--- src/rtl/shift_engine.sv ---
// shift_engine: multi-cycle shift/rotate engine with valid/ready ports.
// Shifts one operand by at most STEP positions per enabled cycle and reports
// carry, SLA overflow and illegal-op flags alongside the result.
// Optional feature macro: SHIFT_ROTATE_EN (adds ROL/ROR; otherwise they are illegal).
module shift_engine #(
    parameter int WIDTH = 32,
    parameter int STEP  = 4,
    parameter int SHW   = $clog2(WIDTH)
) (
    input  logic             clock,
    input  logic             reset,
    input  logic             enable,
    input  logic             in_valid,
    output logic             in_ready,
    input  logic [WIDTH-1:0] in_data,
    input  logic [2:0]       op,
    input  logic [SHW-1:0]   amount,
    output logic             out_valid,
    input  logic             out_ready,
    output logic [WIDTH-1:0] out_data,
    output logic             out_carry,
    output logic             out_overflow,
    output logic             out_illegal
);

    typedef enum logic [1:0] {IDLE, RUN, DONE} state_t;

    localparam logic [2:0] OP_SLL = 3'b000;
    localparam logic [2:0] OP_SLA = 3'b001;
    localparam logic [2:0] OP_SRL = 3'b010;
    localparam logic [2:0] OP_SRA = 3'b011;
`ifdef SHIFT_ROTATE_EN
    localparam logic [2:0] OP_ROL = 3'b100;
    localparam logic [2:0] OP_ROR = 3'b101;
`endif

    // STEP widened by one bit so STEP == WIDTH still compares correctly
    localparam logic [SHW:0] STEP_W = (SHW+1)'(STEP);

    state_t           state;
    state_t           state_next;
    logic [WIDTH-1:0] value;
    logic [2:0]       op_r;
    logic [SHW-1:0]   remaining;
    logic             carry;
    logic             overflow;
    logic             illegal;
    logic             sign_r;

    logic             op_legal;
    logic             accept;
    logic [SHW-1:0]   step_amt;
    logic [WIDTH:0]   ext_left;
    logic [WIDTH:0]   ext_right;
    logic [WIDTH:0]   sra_fill;
    logic [WIDTH-1:0] sla_back;
    logic             ovf_step;
    logic [WIDTH-1:0] step_value;
    logic             step_carry;
`ifdef SHIFT_ROTATE_EN
    logic [2*WIDTH-1:0] rot_left;
    logic [2*WIDTH-1:0] rot_right;
`endif

    assign in_ready     = (state == IDLE) && enable;
    assign out_valid    = (state == DONE) && enable;
    assign accept       = in_valid && in_ready;
    assign out_data     = value;
    assign out_carry    = carry;
    assign out_overflow = overflow;
    assign out_illegal  = illegal;

    // Decode which opcodes this build supports
    always_comb begin
`ifdef SHIFT_ROTATE_EN
        op_legal = (op[2:1] != 2'b11);
`else
        op_legal = (op[2] == 1'b0);
`endif
    end

    // One step of the datapath: k = min(remaining, STEP), result and carry per op
    always_comb begin
        step_amt   = ({1'b0, remaining} > STEP_W) ? STEP_W[SHW-1:0] : remaining;
        ext_left   = {1'b0, value} << step_amt;
        sra_fill   = sign_r ? ~({(WIDTH+1){1'b1}} >> step_amt) : '0;
        ext_right  = ({value, 1'b0} >> step_amt) | ((op_r == OP_SRA) ? sra_fill : '0);
        sla_back   = WIDTH'($signed(ext_left[WIDTH-1:0]) >>> step_amt);
        ovf_step   = (sla_back != value);
        step_value = value;
        step_carry = 1'b0;
`ifdef SHIFT_ROTATE_EN
        rot_left   = {value, value} << step_amt;
        rot_right  = {value, value} >> step_amt;
`endif
        case (op_r)
            OP_SLL, OP_SLA: begin
                step_value = ext_left[WIDTH-1:0];
                step_carry = ext_left[WIDTH];
            end
            OP_SRL, OP_SRA: begin
                step_value = ext_right[WIDTH:1];
                step_carry = ext_right[0];
            end
`ifdef SHIFT_ROTATE_EN
            OP_ROL: begin
                step_value = rot_left[2*WIDTH-1:WIDTH];
                step_carry = rot_left[WIDTH];
            end
            OP_ROR: begin
                step_value = rot_right[WIDTH-1:0];
                step_carry = rot_right[WIDTH-1];
            end
`endif
            default: begin
                step_value = value;
                step_carry = 1'b0;
            end
        endcase
    end

    // State register, frozen while enable is low
    always_ff @(posedge clock or negedge reset) begin
        if (!reset) begin
            state <= IDLE;
        end else if (enable) begin
            state <= state_next;
        end
    end

    // Next-state decode
    always_comb begin
        state_next = state;
        case (state)
            IDLE: begin
                if (accept) begin
                    state_next = (amount != '0 && op_legal) ? RUN : DONE;
                end
            end
            RUN: begin
                if (remaining == step_amt) begin
                    state_next = DONE;
                end
            end
            DONE: begin
                if (out_ready) begin
                    state_next = IDLE;
                end
            end
            default: state_next = IDLE;
        endcase
    end

    // Working registers: capture on accept, advance one step per RUN cycle
    always_ff @(posedge clock or negedge reset) begin
        if (!reset) begin
            value     <= '0;
            op_r      <= '0;
            remaining <= '0;
            carry     <= 1'b0;
            overflow  <= 1'b0;
            illegal   <= 1'b0;
            sign_r    <= 1'b0;
        end else if (enable) begin
            if (state == IDLE && accept) begin
                value     <= in_data;
                op_r      <= op;
                remaining <= amount;
                carry     <= 1'b0;
                overflow  <= 1'b0;
                illegal   <= !op_legal;
                sign_r    <= in_data[WIDTH-1];
            end else if (state == RUN) begin
                value     <= step_value;
                remaining <= remaining - step_amt;
                carry     <= step_carry;
                if (op_r == OP_SLA) begin
                    overflow <= overflow | ovf_step;
                end
            end
        end
    end

endmodule

--- config.mk ---
export PLATFORM = sky130hd
export DESIGN_NAME = shift_engine
export DESIGN_NICKNAME = d
export VERILOG_FILES = /design/src/rtl/shift_engine.sv
export SDC_FILE = /design/constraint.sdc
export NUM_CORES = 1
export LEC_CHECK = 0
export CORE_MARGIN = 8
export CORE_UTILIZATION = 54
export DETAILED_ROUTE_END_ITERATION = 10
export GPL_ROUTABILITY_DRIVEN = 0
export PLACE_DENSITY_LB_ADDON = 0.12
export SLEW_MARGIN = 20
export SYNTH_ARGS = -nofsm -noshare
export SYNTH_HDL_FRONTEND = slang
export SYNTH_SLANG_ARGS = --single-unit
--- constraint.sdc ---
create_clock -name clock -period 2.48 [get_ports clock]
set_input_delay 0.62 -clock clock [delete_from_list [all_inputs] [get_ports clock]]
set_output_delay 0.62 -clock clock [all_outputs]
set_load 0.05 [all_outputs]
==> impl_metrics.yaml <==
yosys:
  ys.flop_type: "dfrtp_1"
  synth.most_common_cell: "nand2_1"
  netlist_top_cells_count: "nand2_1, a21oi_1, clkbuf_1"
  synth_edf_count: 0
  synthCells: 604
  ys_seq_area_share_pct: 25.6
  synth_top_cell_by_area: "dfrtp_1"
  syn_nets: 650
  ys_ff_latch: 45
  avgSynthCellArea_um2: 7.29
  synth_top_area_share_pct: 25.6
  synthArstFlopShare_pct: 100
  synth.area.top_cells: "dfrtp_1, nand2_1, mux2i_1"
  syn-cell-area_um2: 4400
  ys_warn_count: 0
  synth.distinct_cells: 62
clock_tree:
  clockBufferDepth: 2
  cts_hold_buf: 0
  cts_tree: "yes"
  clock-sinks: 45
  insertion_delay_ns: 0.31
  cts.root.buffer_cell: "clkbuf_8"
  cts_buffers: 5
  path_clk_slew_ns: 0.09
  htree_levels: 2
power:
  p_clk_share_pct: 5.4
  max-vdd-ir-drop_mv: 0.884
  p_switching_mw: 5.07
  internal-power_mw: 3.93
  switching_share_pct: 56.3
  sequentialPowerShare_pct: 19.5
  comb_power_share_pct: 75.1
  total_leakage_power_nw: 2.42
  power_density_nw_per_um2: 1560
detailed_routing:
  dr_total_vias: 5573
  wl_per_cell_um: 21.0
  totalWireLength_um: 16900
  drtIter0Drc: 820
  drt-pass1-iter-count: 6
  drtAntennaViolNets: 0
  drc: 0
  via_per_inst: 6.93
worst_hold_path:
  hold_path_class: "input pin to async pin"
finish:
  fin_area_um2: 5780
  multi_input_area_um2: 3010
  drive_above_1_share_pct: 14.2
  final_nets: 744
  area_growth_pct: 31.2
  finish.utilization_pct: 71.7
  stdcell_count: 804
  fillers: 672
  regArea_um2: 1130
  antenna_cells: 0
sta:
  rsz0062_at_grt: "false"
  min_period_over_period_pct: 96.1
  setup_violations: 0
  final_hold_viol_count: 0
  worst_slack_ns: 0.0974
  max_freq_mhz: 420
  slew_violations: 0
  max_slew.worst_pin.slew_ns: 0.734
  finalClockSkew_ns: 0.00967
  slew_headroom_pct: 50.9
  finalCriticalPeriod_ns: 2.38
worst_setup_path:
  reg2reg_from: "remaining[2]"
  timing.critical_path.buf_inv: 1
  arrival_ns: 1.76
  max_stage_delay_ns: 0.88
  crit_fanout: 10
  cp-start-kind: "flip-flop"
  path_class: "flip-flop to primary output"
  worstPathRequired_ns: 1.86
  end_kind: "primary output"
  worstSetupStartpoint: "out_data[22]"
  cp_top_family: "buffers and inverters"
  path_cells: "clkdlybuf4s50_1"
  cp_slowest_cell: "clkdlybuf4s50_1"
global_routing:
  overflow: 0
  antenna_found_initial: 0
  grt_pass1_wl_um: 27700
  grt_pass1_vias: 5466
  grt-busiest-layer: "met2"
  grt_use_met3_pct: 6.90
  grt_max_degree: 31
  use_met2_pct: 45.7
  track_usage_pct: 29.7
  met1_usage_pct: 38.9
floorplan:
  core_area_um2: 8050
  fp-row-count: 33
  die_area_um2: 11300
  initial_core_util_pct: 54.7
  io_pins: 82
  dieWidth_um: 106
  die_y_um: 106
placed_design:
  placedCellCount: 795
  dpl_worst_slack_ns: -0.117
  postPlaceCellArea_um2: 5660
  io_buffers: 81
  dp_hpwl_um: 12200
job:
  maxCapViolCount: 0
outcome:
  status: "finished clean"
==> kinds of logic (layout without fill, tap and decap cells) <==
| family | after synthesis | count (layout) | synth area share (%) |
|---|---|---|---|
| flip-flops | 45 | 45 | 25.6 |
| multiplexers | 47 | 47 | 12.9 |
| AO/OA/AOI/OAI | 210 | 210 | 31.3 |
| AND/OR/NAND/NOR | 228 | 228 | 23.1 |
| XOR/XNOR | 1 | 1 | 0.199 |
| other | 1 | 1 | 0.0852 |
| adder cells (fa/ha/maj) | 1 | 1 | 0.284 |
| buffers and inverters | 71 | 166 | 6.62 |
==> power groups by stage <==
stage	sequential, mW	clock [mW]	combinational, mW
after floorplan	2.37	0	3.61
after global placement	1.71	0	6.45
after detailed placement	1.73	0	6.55
after CTS	1.72	0.494	6.59
after global routing	1.79	0.517	7.22
final	1.76	0.485	6.76
==> flip-flops by register name, indices dropped and copies added (netlist names) <==
register      count
out_carry         1
state             2
sign_r            1
remaining         5
out_data         32
op_r              3
out_overflow      1
==> stage by stage <==
| step | setup TNS (ns) | total power [mW] | hold WS [ns] |
|---|---|---|---|
| 4_1_cts | 0 | 8.80 | 0.321 |
| 5_1_grt | 0 | 9.53 | 0.344 |
| 3_5_place_dp | -0.449 | 8.28 | 0.488 |
| 2_1_floorplan | 0 | 5.98 | 0.324 |
| 6_report | 0 | 9.00 | 0.293 |
| 3_3_place_gp | -0.0983 | 8.17 | 0.475 |
==> per-layer routing <==
layer | routed length [µm] | up-vias | part of all wire (%)
met5 | 0 | - | 0
met4 | 646 | 0 | 3.8
met3 | 2210 | 102 | 13
met2 | 7550 | 509 | 45
met1 | 6480 | 2523 | 38
li1 | - | 2439 | -
==> cell usage in the layout (no fill, tap or decap), drive strengths merged, types with 6 or more instances in the layout <==
master / count
nand2: 125
clkdlybuf4s50: 77
buf: 74
a21oi: 54
dfrtp: 45
nor2: 36
mux2i: 36
o21ai: 36
a31oi: 24
nand3: 22
nor3: 16
a211oi: 15
o22ai: 13
o211ai: 11
a221o: 10
and3: 7
mux4: 7
inv: 6
and2: 6
clkbuf: 6
==> layout make-up <==
class | instances | area share (%)
timing repair buffer | 152 | 24.2
clock buffer | 6 | 1.26
clock inverter | 2 | 0.260
tap | 105 | 2.27
inverter | 6 | 0.390
sequential | 45 | 19.5
multi-input combinational | 488 | 52.1
==> path summary, 6_finish.rpt <==
kind	to	slack (ns)	depth (start not counted)
hold / removal	remaining[0]	0.29	1
hold reg to reg	out_carry	0.50	2
max in group asynchronous	out_data[11]	1.65	2
min in group clock	out_carry	0.50	2
setup / recovery	out_data[22]	0.1	1
setup reg to reg	out_data[15]	0.1	7
==> repair_timing <==
action	in CTS	in global routing
setup endpoints to repair	0	10
setup buffers	0	1
gates resized for setup	0	3
Power figures use the tool's default switching activity.
